### src/rtl/load_store_unit_pkg.sv
// Shared constants for the load/store unit: funct3 codes, bus_len encodings, FSM states.
// The LSU_MISALIGN_TRAP_EN build option is consumed in load_store_unit.sv.
package load_store_unit_pkg;

    localparam logic [2:0] LSU_LB  = 3'b000;
    localparam logic [2:0] LSU_LH  = 3'b001;
    localparam logic [2:0] LSU_LW  = 3'b010;
    localparam logic [2:0] LSU_LBU = 3'b100;
    localparam logic [2:0] LSU_LHU = 3'b101;

    localparam logic [1:0] LEN_BYTE = 2'b00;
    localparam logic [1:0] LEN_HALF = 2'b01;
    localparam logic [1:0] LEN_WORD = 2'b10;

    typedef enum logic [1:0] {
        ST_IDLE   = 2'b00,
        ST_ACCESS = 2'b01,
        ST_RESP   = 2'b10
    } lsu_state_e;

    // Codes with no RV32I meaning, plus unsigned-store codes.
    function automatic logic f3_reserved(input logic store, input logic [2:0] f3);
        return (f3 == 3'b011) || (f3[2:1] == 2'b11) || (store && f3[2]);
    endfunction

endpackage

### src/rtl/lsu_extend.sv
// Combinational load-data extension: funct3 + raw right-justified read -> register value.
module lsu_extend
    import load_store_unit_pkg::*;
(
    input  logic [2:0]  i_funct3,
    input  logic [31:0] i_raw,
    output logic [31:0] o_data
);

    always_comb begin
        o_data = i_raw;
        case (i_funct3)
            LSU_LB:  o_data = {{24{i_raw[7]}}, i_raw[7:0]};
            LSU_LBU: o_data = {24'h0, i_raw[7:0]};
            LSU_LH:  o_data = {{16{i_raw[15]}}, i_raw[15:0]};
            LSU_LHU: o_data = {16'h0, i_raw[15:0]};
            LSU_LW:  o_data = i_raw;
            default: o_data = i_raw;
        endcase
    end

endmodule

### src/rtl/load_store_unit.sv
// Load/store stage: one bus transaction per request, stretched WAIT_CYCLES extra cycles.
// Define LSU_MISALIGN_TRAP_EN to fault misaligned accesses instead of force-aligning them.
module load_store_unit
    import load_store_unit_pkg::*;
#(
    parameter int WAIT_CYCLES = 0,
    parameter int ADDR_W      = 32
) (
    input  logic              clk,
    input  logic              rst_n,
    input  logic              req_valid,
    output logic              req_ready,
    input  logic              req_store,
    input  logic [2:0]        req_funct3,
    input  logic [ADDR_W-1:0] req_addr,
    input  logic [31:0]       req_wdata,
    output logic              rsp_valid,
    input  logic              rsp_ready,
    output logic [31:0]       rsp_rdata,
    output logic              rsp_misaligned,
    output logic              rsp_fault,
    output logic              bus_rw,
    output logic [1:0]        bus_len,
    output logic [ADDR_W-1:0] bus_addr,
    output logic [31:0]       bus_write,
    input  logic [31:0]       bus_read,
    input  logic              bus_exception
);

    localparam int CNT_W = (WAIT_CYCLES > 0) ? $clog2(WAIT_CYCLES + 1) : 1;

    lsu_state_e        r_state, w_next;
    logic [CNT_W-1:0]  r_cnt;
    logic              r_store;
    logic [2:0]        r_funct3;
    logic              r_bus_rw;
    logic [1:0]        r_bus_len;
    logic [ADDR_W-1:0] r_bus_addr;
    logic [31:0]       r_bus_write;
    logic [31:0]       r_rsp_rdata;
    logic              r_rsp_mis;
    logic              r_rsp_fault;

    logic [1:0]        w_len;
    logic              w_reserved;
    logic              w_skip;
    logic              w_flag;
    logic [ADDR_W-1:0] w_addr;
    logic [31:0]       w_wmask;
    logic [31:0]       w_ext;
    logic              w_last;

    assign w_len      = req_funct3[1:0];
    assign w_reserved = f3_reserved(req_store, req_funct3);
    assign w_last     = (r_cnt == CNT_W'(WAIT_CYCLES));

`ifdef LSU_MISALIGN_TRAP_EN
    logic w_misal;
    assign w_misal = ((w_len == LEN_HALF) && req_addr[0]) ||
                     ((w_len == LEN_WORD) && (req_addr[1:0] != 2'b00));
    assign w_skip  = w_reserved | w_misal;
    assign w_flag  = w_skip;
    assign w_addr  = req_addr;
`else
    // Reserved codes still skip the bus; they just answer with an all-zero response.
    assign w_skip = w_reserved;
    assign w_flag = 1'b0;
    always_comb begin
        w_addr = req_addr;
        if (w_len == LEN_HALF)      w_addr[0]   = 1'b0;
        else if (w_len == LEN_WORD) w_addr[1:0] = 2'b00;
    end
`endif

    always_comb begin
        w_wmask = req_wdata;
        case (w_len)
            LEN_BYTE: w_wmask = {24'h0, req_wdata[7:0]};
            LEN_HALF: w_wmask = {16'h0, req_wdata[15:0]};
            default:  w_wmask = req_wdata;
        endcase
    end

    lsu_extend u_extend (
        .i_funct3 (r_funct3),
        .i_raw    (bus_read),
        .o_data   (w_ext)
    );

    always_ff @(posedge clk) begin
        if (!rst_n) r_state <= ST_IDLE;
        else        r_state <= w_next;
    end

    always_comb begin
        w_next = r_state;
        case (r_state)
            ST_IDLE:   if (req_valid) w_next = w_skip ? ST_RESP : ST_ACCESS;
            ST_ACCESS: if (w_last)    w_next = ST_RESP;
            ST_RESP:   if (rsp_ready) w_next = ST_IDLE;
            default:   w_next = ST_IDLE;
        endcase
    end

    // Bus registers are loaded on acceptance and cleared when ACCESS ends, so they are
    // only nonzero while the access is actually in flight.
    always_ff @(posedge clk) begin
        if (!rst_n) begin
            r_cnt       <= '0;
            r_store     <= 1'b0;
            r_funct3    <= 3'b000;
            r_bus_rw    <= 1'b0;
            r_bus_len   <= 2'b00;
            r_bus_addr  <= '0;
            r_bus_write <= 32'h0;
            r_rsp_rdata <= 32'h0;
            r_rsp_mis   <= 1'b0;
            r_rsp_fault <= 1'b0;
        end else begin
            case (r_state)
                ST_IDLE: if (req_valid) begin
                    r_store  <= req_store;
                    r_funct3 <= req_funct3;
                    r_cnt    <= '0;
                    if (w_skip) begin
                        r_rsp_mis <= w_flag;
                    end else begin
                        r_bus_rw    <= req_store;
                        r_bus_len   <= w_len;
                        r_bus_addr  <= w_addr;
                        r_bus_write <= w_wmask;
                    end
                end
                ST_ACCESS: begin
                    if (w_last) begin
                        r_bus_rw    <= 1'b0;
                        r_bus_len   <= 2'b00;
                        r_bus_addr  <= '0;
                        r_bus_write <= 32'h0;
                        r_rsp_fault <= bus_exception;
                        r_rsp_rdata <= (bus_exception || r_store) ? 32'h0 : w_ext;
                    end else begin
                        r_cnt <= r_cnt + CNT_W'(1);
                    end
                end
                ST_RESP: if (rsp_ready) begin
                    r_rsp_rdata <= 32'h0;
                    r_rsp_mis   <= 1'b0;
                    r_rsp_fault <= 1'b0;
                end
                default: ;
            endcase
        end
    end

    assign req_ready      = (r_state == ST_IDLE);
    assign rsp_valid      = (r_state == ST_RESP);
    assign rsp_rdata      = r_rsp_rdata;
    assign rsp_misaligned = r_rsp_mis;
    assign rsp_fault      = r_rsp_fault;
    assign bus_rw         = r_bus_rw;
    assign bus_len        = r_bus_len;
    assign bus_addr       = r_bus_addr;
    assign bus_write      = r_bus_write;

endmodule

### config.mk
export PLATFORM = sky130hd
export DESIGN_NAME = load_store_unit
export DESIGN_NICKNAME = d
export VERILOG_FILES = /design/src/rtl/load_store_unit_pkg.sv /design/src/rtl/lsu_extend.sv /design/src/rtl/load_store_unit.sv
export SDC_FILE = /design/constraint.sdc
export NUM_CORES = 1
export LEC_CHECK = 0
export ABC_AREA = 0
export CORE_MARGIN = 2
export CORE_UTILIZATION = 34
export DETAILED_ROUTE_END_ITERATION = 16
export PLACE_DENSITY = 0.68
export SYNTH_ARGS = -nofsm -noshare
export SYNTH_HDL_FRONTEND = slang
export SYNTH_SLANG_ARGS = --single-unit
### constraint.sdc
create_clock -name clk -period 4.2 [get_ports clk]
set_clock_uncertainty 0.2 [all_clocks]
set_input_delay 0.42 -clock clk [delete_from_list [all_inputs] [get_ports clk]]
set_output_delay 0.42 -clock clk [all_outputs]
set_load 0.02 [all_outputs]
**Yosys cells after proc, flatten, opt, wreduce, memory -nomap -nowiden**

Cells that the tools add are included.

- Eq/ne operators: 14
- Reductions and logical operators: 16
- Add/sub/neg operators: 1
- Mux-type cells: 38

Operators by type and width:

| cell | number |
|---|---|
| two-way mux 32 bit | 8 |
| case mux 32 bit (2 select lines) | 4 |
| case mux 32 bit (4 select lines) | 1 |
| two-way mux 2 bit | 8 |
| two-way mux 1 bit | 11 |
| case mux 1 bit (2 select lines) | 4 |
| AND reduction 4 bit | 2 |
| == test 2 bit (second input constant) | 3 |
| == test 3 bit (second input constant) | 2 |
| != test 2 bit (second input constant) | 3 |
| case mux 2 bit (3 select lines) | 1 |
| AND reduction 3 bit | 2 |
| nonzero test 2 bit | 3 |
| == test 2 x 1 -> 1 bit (second input constant) | 2 |
| logical NOT 2 bit | 2 |
| != test 2 x 1 -> 1 bit (second input constant) | 2 |
| case mux 2 bit (2 select lines) | 1 |
| AND reduction 2 bit | 2 |
| == test 3 x 1 -> 1 bit (second input constant) | 1 |
| == test 3 x 2 -> 1 bit (second input constant) | 1 |
| logical NOT 3 bit | 1 |
| logical OR 1 bit | 3 |
| adder 1 bit (second input constant) | 1 |
| logical AND 1 bit | 1 |

- Output and inout bits: 103
- Register bits: 108
- Input bits: 105
- Word-level logic and storage cells: 80

**Logic depth before layout (Yosys ltp)**

Gate-level depths: netlist of the first run.

- Word-level depth: 6
- Depth in mapped cells: 7
- Depth with buffers taken out: 3

**By module**

A second synthesis of the first run with hierarchy kept.

- Cells, all modules: 424
- Area, all modules: 4,053.9 sq um

Modules (own cells, without submodules):

| module | area each (sq um) | cells each | instances | sequential area each (sq um) |
|---|---|---|---|---|
| load_store_unit | 3,698.5 | 357 | 1 | 2,122.0 |
| lsu_extend | 355.3 | 67 | 1 | 0.0 |

**Worst setup path before layout of the first run**

No wires, ideal clock.

- Path type: input -> register
- Start: input port req_store
- End: register r_bus_addr[21], in the netlist bus_addr[21]
- Arrival time: 1.591 ns
- Path buffers: 2
- Cell stages on the path: 5
- Setup time: 0.117 ns
- Setup slack: 2.292 ns
- Required time: 3.883 ns
- Cell sequence: or4b_1 o211a_2 buf_6 buf_6 a32o_1

- Word-level cells in the longest chain between the ends: 4

Ends and longest elaborated chain:

| item | RTL line | RTL |
|---|---|---|
| start: declaration | load_store_unit.sv:13 | `input logic req_store,` |
| logical AND 1 bit | load_store_unit_pkg.sv:23 | `return (f3 == 3'b011) \|\| (f3[2:1] == 2'b11) \|\| (store && f3[2]);` |
| logical OR 1 bit | load_store_unit_pkg.sv:23 |  |
| != test 2 bit (no source line) | -- |  |
| AND reduction 4 bit (no source line) | -- |  |
| end signal: assignment | load_store_unit.sv:130 | `r_bus_addr <= w_addr;` |
| end: declaration | load_store_unit.sv:38 | `logic [ADDR_W-1:0] r_bus_addr;` |

No other way between the ends.
A chain may end at the register's enable or synchronous reset.

**Worst setup path in the final report of the first run**

- Start: register r_state[1]
- End: register r_bus_write[0], in the netlist bus_write[0]

- Word-level cells in the longest chain between the ends: 3
- Elaborated cells between the ends (all ways): 8
- Those cells by class: eq/ne: 4; mux: 1; reduce/logical: 3

Ends and longest elaborated chain:

| item | RTL line | RTL |
|---|---|---|
| start: declaration | load_store_unit.sv:32 | `lsu_state_e r_state, w_next;` |
| start signal: assignment | load_store_unit.sv:92 | `else r_state <= w_next;` |
| == test 2 x 1 -> 1 bit or logical NOT 2 bit (tied branches) | load_store_unit.sv:120 | `case (r_state)` |
| != test 2 bit (no source line) or nonzero test 2 bit (tied branches) | -- |  |
| AND reduction 4 bit (no source line) | -- |  |
| end signal: assignment | load_store_unit.sv:131 | `r_bus_write <= w_wmask;` |
| end: declaration | load_store_unit.sv:39 | `logic [31:0] r_bus_write;` |

Parallel ways exist; a longest one is shown, timed or not.

==> out/summary.txt, run 1 <==
Status: complete, no violations
H-tree Lvls: 3
Worst Setup End Kind: register
# nets final: 655
Vias in the first global route: 3794
Max frequency: 365.1 MHz
Max VDD drop: 0.2004 mV
FF+latch area: 2122 um^2
Initial Util: 35.12%
Clk_lat worst skew: 340 ps
Pint: 1859 uW
Maximum clock insertion buffer count: 2
Max Cap Viol: 0
Ys Warns: 0
Hold worst-path end: rsp_rdata[26]
Fraction of layout cells with a size suffix above 1: 5.405%
Initial antenna violation count: 0
Setup CP Type: register to register
Cell variety after synth: 39
Reg clk slew, reported paths: 70 ps
Design Area, Final: 6464 um^2
Clock Tree Root: clkbuf_16
Worst slew margin: 15.95%
Die ar.: 12730 um^2
Post-synthesis async set-or-reset flop share: 0%
Ys flop type: dfxtp_1
Post-Syn Nets: 478
Worst-Margin Slew: 1261 ps
Drt wl/cell: 17.76 um
Worst reg2reg endpoint: bus_write[0]
Synthesized area: 4028 um^2
Most common cell after layout, fill and taps aside: clkdlybuf4s50_1
Data arrival, critical path: 2820 ps
Largest net degree at the start of global routing: 115
Final Non-Filler Cells: 698
Switching pwr: 574.8 uW
Via Count: 3724
Hold path start: rsp_rdata[26]
Clock buffer count from CTS: 9
Critical Path Fanout Max: 42
Worst R2R Setup Slack: 1460 ps
Final setup viols: 0
CTS Sinks: 106
Post-synthesis to final-layout area growth: 60.48%
Final routed DRC violation total: 0
Sw Ratio: 23.62%
Power Density: 376.6 nW/um^2
DR vias/cell: 5.335
R2r worst-path depth: 5
Core area: 11470 um^2
Clock share of power: 40.3%
Hold Slack: 261.4 ps
Crit path time final: 2739 ps
Final worst path period share: 65.21%
Crit path launch type: register
Post_cts resized: 0
Placed Area: 6110 um^2
Seq pwr share: 44.3%
LEAKAGE: 0.002201 uW
Post-CTS Hold Fix Bufs: 0
Final WL: 12400 um
Synthesized netlist cell count: 373
RSZ-0062 raised after global routing: no
CP required: 4280 ps
Commonest non-fill, non-tap cells in the layout: 205 x clkdlybuf4s50_1, 106 x dfxtp_1, 57 x a32o_1
Sequential fraction of the synthesis area: 52.69%
Design Power: 2434 uW
Setup tns final: 0 ps
Core Rows: 39
Routability Congestion: 0.7541
Horiz. Die Dim: 112.8 um
FF-to-FF Start: r_state[1]
EDFF count, synth: 0
Buffers on Ports: 206
Die H: 112.8 um
Final Hold Fails: 0
Max-slew violation count: 0
Global route overflow: 0
Combinational group share of total power: 15.4%
Hold path depth: 1
I/O pin count: 208
DP HPWL: 8617 um
Yosys reg bits: 106
Iter 0 DRT Violations: 265
Gr usage total: 18.99%
Filler cells: 1008
Synth Area per Inst: 10.80 um^2
Multi-input logic area: 1712 um^2
Placed insts: 682
First-pass GRT wire length: 19530 um
# Post-CTS Setup Buffers: 0
# diodes: 0
First-pass iteration count of the detailed router: 4
CTS tree: done
Hold crit path type: register to register
DRT antenna net count: 0
-- synth_stat cells, types with 2 or more instances --
library cell	n	area, um^2
a21boi_0	12	90.09
buf_2	8	40.04
nand2_1	6	22.52
buf_6	3	33.78
or2_2	2	12.51
nor4b_2	2	30.03
nand3_1	33	165.2
nor2b_1	9	56.30
a31o_2	2	17.52
clkbuf_1	29	108.9
dfxtp_1	106	2122
inv_1	2	7.510
o21a_1	8	60.06
a21oi_1	2	10.01
buf_1	2	7.510
mux2i_1	8	80.08
nand2b_1	19	118.9
nand4_1	8	50.05
o2bb2ai_1	16	140.1
and4b_1	2	20.02
o21ai_0	13	65.06
a32o_1	57	570.6
a32oi_1	8	70.07
-- power groups by stage --
stage | Clock, uW | Sequential [uW] | Combinational [uW]
after global placement | 0 | 1100 | 374
after floorplan | 0 | 1130 | 144
after CTS | 1000 | 1080 | 379
after global routing | 1050 | 1080 | 404
after detailed placement | 0 | 1100 | 377
final | 981 | 1080 | 376
-- worst max path at each step --
stage	depth (start not counted)	start	end	slack [ps]
after floorplan	5	req_store	bus_addr[21]	2290
after global placement	5	req_funct3[1]	bus_addr[28]	1370
after detailed placement	4	req_valid	bus_addr[1]	1310
after CTS	5	r_state[1]	bus_write[0]	1480
after global routing	5	r_state[1]	bus_write[4]	1290
final	5	r_state[1]	bus_write[0]	1460
-- flip-flops by register name, indices dropped and copies added, names as in the netlist --
signal and flops:
bus_addr 32, bus_len 2, bus_rw 1, bus_write 32
r_funct3 3, r_state 2, r_store 1, rsp_fault 1
rsp_rdata 32
-- metrics by stage --
step	utilization, %	worst slack (ps)
6_report	56.37	1461
3_3_place_gp	53.28	1371
4_1_cts	56.37	1477
2_1_floorplan	-	2292
5_1_grt	56.37	1286
3_5_place_dp	53.28	1306
-- metal layers --
layer	up-vias	wire, um	GRT usage (%)
met2	151	5775	31.46
met5	-	0	0
li1	1790	-	-
met4	0	204	5.691
met1	1768	5098	21.81
met3	15	1320	9.106
-- kinds of logic (layout without fill, tap and decap cells) --
| logic type | count (synthesis) | count (layout) | share of synthesized area, % |
|---|---|---|---|
| AOI/OAI and AO/OA | 124 | 124 | 26.81 |
| muxes | 9 | 9 | 2.268 |
| DFF | 106 | 106 | 52.69 |
| buffers and inverters | 46 | 228 | 5.219 |
| other | 1 | 1 | 0.09311 |
| and+or+nand+nor | 87 | 87 | 12.92 |
-- worst max-delay path, cell delays in order, from the launching register on --
cell and delay, ps:
dfxtp_1 550, nand2b_1 160, buf_4 350, o211a_2 830, buf_4 360, a32o_1 190
-- cell type report --
| type | count | share of cell area [%] |
|---|---|---|
| Sequential cell | 106 | 32.83 |
| Clock buffer | 12 | 3.968 |
| Clock inverter | 4 | 1.510 |
| Timing Repair Buffer | 210 | 32.33 |
| Multi-Input combinational cell | 221 | 26.48 |
| Inverter | 2 | 0.1161 |
| Tap cell | 143 | 2.768 |
(Power assumes the default switching activity.)
==> run 2: changes to the inputs <==
==> constraint.sdc (replaced) <==
create_clock -name clk -period 2.7 [get_ports clk]
set_clock_uncertainty 0.2 [all_clocks]
set_input_delay 0.27 -clock clk [delete_from_list [all_inputs] [get_ports clk]]
set_output_delay 0.27 -clock clk [all_outputs]
set_load 0.02 [all_outputs]
==> out/summary.txt, run 2 (synthesis results as in run 1) <==
Initial antenna violation count: 0
Setup tns final: 0 ps
Core Rows: 39
Core Util, Final: 56.46%
Max frequency: 471.0 MHz
Critical-path cell list: nor2b_1, clkdlybuf4s50_1
Crit path launch type: register
Maximum clock insertion buffer count: 2
Max stage delay on crit path: 630 ps
Critical Path Fanout Max: 10
DP HPWL: 8804 um
Hold crit path type: primary input to register
Fraction of layout cells with a size suffix above 1: 6.250%
Buffers on Ports: 206
Final worst path period share: 78.64%
Final setup viols: 0
I/O pin count: 208
# Post-CTS Setup Buffers: 0
H-tree Lvls: 3
Filler cells: 1013
Setup CP Type: register to output port
Commonest non-fill, non-tap cells in the layout: 205 x clkdlybuf4s50_1, 106 x dfxtp_1, 57 x a32o_1
DR vias/cell: 5.350
Worst slew margin: 25.18%
CTS Sinks: 106
Largest net degree at the start of global routing: 114
Worst path slowest cell: clkdlybuf4s50_1
Max-slew violation count: 0
Die H: 112.8 um
Max Cap Viol: 0
CP required: 2230 ps
Reg clk slew, reported paths: 70 ps
Final routed DRC violation total: 0
FF+latch area: 2122 um^2
Drt wl/cell: 17.67 um
Post-synthesis to final-layout area growth: 60.76%
Most common cell after layout, fill and taps aside: clkdlybuf4s50_1
Status: complete, no violations
First-pass GRT wire length: 19490 um
Global route overflow: 0
Crit path time final: 2123 ps
Data arrival, critical path: 1650 ps
Max VDD drop: 0.3502 mV
Power Density: 552.1 nW/um^2
Routability Congestion: 0.7330
CTS tree: done
Vias in the first global route: 3845
Die ar.: 12730 um^2
Clock Tree Root: clkbuf_16
DRT antenna net count: 0
Multi-input logic area: 1712 um^2
RSZ-0062 raised after global routing: no
Final WL: 12430 um
LEAKAGE: 0.002204 uW
# nets final: 661
Final Hold Fails: 0
Clock buffer count from CTS: 9
Horiz. Die Dim: 112.8 um
Post-CTS Hold Fix Bufs: 0
Core area: 11470 um^2
# diodes: 0
First-pass iteration count of the detailed router: 6
Via Count: 3761
Worst Setup End Kind: output port
Gr usage total: 19.12%
Worst-Margin Slew: 1122 ps
Iter 0 DRT Violations: 239
Clk_lat worst skew: 330 ps
Post_cts resized: 0
Initial Util: 35.12%
-- run 2: critical path, delay by kind of cell, from the launching register on --
kind	cells	cell delay, ps
simple gates	1	180
buf+inv	1	630
flops	1	510
-- run 2: path summary, 6_finish.rpt --
kind	from	to	slack, ps	cells after the start
setup / recovery	r_state[1]	rsp_valid	580	2
setup reg to reg	r_state[1]	rsp_rdata[17]	630	4
hold / removal	rst_n	r_state[0]	250	3
hold reg to reg	rsp_rdata[26]	rsp_rdata[26]	260	1
-- run 2: through the flow --
| stage | hold WS [ps] | cell area (um^2) | worst slack [ps] | instances | total power, uW |
|---|---|---|---|---|---|
| floorplan | 195.8 | 4028 | 821.5 | 373 | 1982 |
| global placement | 249.9 | 6180 | 416.3 | 688 | 2306 |
| detailed placement | 246.7 | 6180 | 319.6 | 688 | 2317 |
| CTS | 238.1 | 6475 | 541.2 | 703 | 3618 |
| global route | 262.1 | 6475 | 470.3 | 703 | 3741 |
| finish | 254.2 | 6475 | 576.8 | 703 | 3575 |
-- run 2: power breakdown --
part	total [uW]	switching, uW	internal, uW
combinational	603	281	322
clock	1300	557	740
sequential	1670	49.7	1630
-- run 2: area by class of cell --
cell class | instances | area share, %
Inverter | 2 | 0.1159
Tap cell | 143 | 2.763
Timing Repair Buffer | 216 | 33.35
Clock buffer | 11 | 3.749
Multi-Input combinational cell | 221 | 26.43
Sequential cell | 106 | 32.77
Clock inverter | 4 | 0.8116
-- run 2: metal layers --
metal  global-route usage (%)  share of wire, %  up-vias
met4                    5.366               1.3        0
li1                         -                 -     1801
met5                        0                 0        -
met2                    32.38                49      143
met1                    21.37                39     1806
met3                    9.427                11       11
==> run 3: changes to the inputs <==
--- a/config.mk
+++ b/config.mk
@@ -9,7 +9,7 @@
 export CORE_MARGIN = 2
 export CORE_UTILIZATION = 34
 export DETAILED_ROUTE_END_ITERATION = 16
-export PLACE_DENSITY = 0.68
+export PLACE_DENSITY = 0.71
 export SYNTH_ARGS = -nofsm -noshare
 export SYNTH_HDL_FRONTEND = slang
 export SYNTH_SLANG_ARGS = --single-unit
==> constraint.sdc (replaced) <==
create_clock -name clk -period 1.95 [get_ports clk]
set_clock_uncertainty 0.2 [all_clocks]
set_input_delay 0.195 -clock clk [delete_from_list [all_inputs] [get_ports clk]]
set_output_delay 0.195 -clock clk [all_outputs]
set_load 0.02 [all_outputs]
==> out/summary.txt, run 3 (synthesis results as in run 1) <==
Final setup viols: 0
Critical Path Fanout Max: 18
Gr usage total: 19.09%
Initial Util: 35.12%
Routability Congestion: 0.7580
CTS Sinks: 106
Final worst path period share: 91.12%
Status: complete, no violations
Crit path launch type: register
DRT antenna net count: 0
Maximum clock insertion buffer count: 2
Clock Tree Root: clkbuf_16
Clock buffer count from CTS: 9
Seq pwr share: 44.0%
Most common cell after layout, fill and taps aside: clkdlybuf4s50_1
Data arrival, critical path: 1810 ps
Post-synthesis to final-layout area growth: 64.96%
Drt wl/cell: 17.17 um
Switching pwr: 1228 uW
DP HPWL: 8843 um
Placed insts: 703
Worst-Margin Slew: 619.2 ps
Final Hold Fails: 0
Worst Setup End Kind: register
Power Density: 785.8 nW/um^2
Reg clk slew, reported paths: 70 ps
Hold crit path type: primary input to register
Commonest non-fill, non-tap cells in the layout: 203 x clkdlybuf4s50_1, 106 x dfxtp_1, 57 x a32o_1
Crit path time final: 1777 ps
I/O pin count: 208
Buffers on Ports: 206
DR vias/cell: 5.307
Core Util, Final: 57.94%
Iter 0 DRT Violations: 248
LEAKAGE: 0.002315 uW
Setup CP Type: register to register
Combinational group share of total power: 17.0%
Largest net degree at the start of global routing: 58
Via Count: 3800
Fraction of layout cells with a size suffix above 1: 8.551%
Clock share of power: 39.0%
Final WL: 12300 um
Clk_lat worst skew: 340 ps
Max frequency: 562.8 MHz
Pint: 3993 uW
CTS tree: done
Sw Ratio: 23.51%
Worst slew margin: 58.72%
Max-slew violation count: 0
# nets final: 676
First-pass iteration count of the detailed router: 4
Max VDD drop: 0.5898 mV
CP required: 1980 ps
Final routed DRC violation total: 0
Core area: 11470 um^2
Vias in the first global route: 3955
Global route overflow: 0
Die ar.: 12730 um^2
Die H: 112.8 um
H-tree Lvls: 3
RSZ-0062 raised after global routing: no
Initial antenna violation count: 0
# diodes: 0
Final Non-Filler Cells: 716
Max Cap Viol: 0
Horiz. Die Dim: 112.8 um
First-pass GRT wire length: 19710 um
Core Rows: 39
-- run 3: cell types whose count changed in the layout (fill, tap and decap cells not counted) --
cell	previous run	this run
buf_4	9	22
clkinvlp_4	3	0
buf_12	2	4
bufinv_16	1	3
clkdlybuf4s50_1	205	203
dlygate4sd2_1	0	2
clkbuf_1	1	0
-- run 3: final cells by class --
class                           instances  area (um^2)
Fill cell                             995         4823
Sequential cell                       106         2122
Inverter                                2        7.507
Tap cell                              143        178.9
Multi-Input combinational cell        221         1712
Clock inverter                          3        90.09
Clock buffer                           10        239.0
Timing Repair Buffer                  231         2295
-- run 3: final timing paths --
| check | slack, ps | cells after the start | to | startpoint |
|---|---|---|---|---|
| min reg2reg | 270 | 1 | rsp_rdata[23] | rsp_rdata[23] |
| min | 230 | 3 | bus_write[8] | req_wdata[8] |
| max reg2reg | 170 | 4 | bus_write[25] | r_state[1] |
| max | 170 | 4 | bus_write[25] | r_state[1] |
-- run 3: critical path: stages, from the launching register on --
cell and delay (ps):
dfxtp_1 320, or4b_1 490, o211a_2 170, buf_4 200, a32o_1 270
-- run 3: what timing repair did --
action                                 CTS  global route
buffers inserted                         0             0
gates resized for setup                  2             0
hold buffers                             0             0
endpoints found under the hold margin    0             0
setup endpoints to repair                2             0
-- run 3: layer usage --
| metal | GRT usage [%] | up-vias | wire [um] |
|---|---|---|---|
| li1 | - | 1828 | - |
| met4 | 8.780 | 0 | 336 |
| met1 | 22.06 | 1798 | 4967 |
| met2 | 30.42 | 149 | 5682 |
| met3 | 8.516 | 25 | 1309 |
| met5 | 0 | - | 0 |
-- run 3: power groups by stage --
stage          Clock [uW]  Combinational, uW  Sequential [uW]
3_3_place_gp            0                881             2350
6_report             2030                888             2300
3_5_place_dp            0                893             2350
4_1_cts              2070                895             2300
2_1_floorplan           0                311             2430
5_1_grt              2160                949             2310
-- run 3: through the flow --
step	setup TNS, ps	area [um^2]	setup slack [ps]	power [uW]	hold slack, ps
detailed placement	-9341	6317	-177.9	3242	253.0
CTS	0	6644	161.4	5267	223.7
global route	0	6644	47.39	5422	244.0
finish	0	6644	173.2	5221	225.9
global placement	-8341	6317	-146.8	3226	248.7
floorplan	0	4028	71.51	2745	120.8
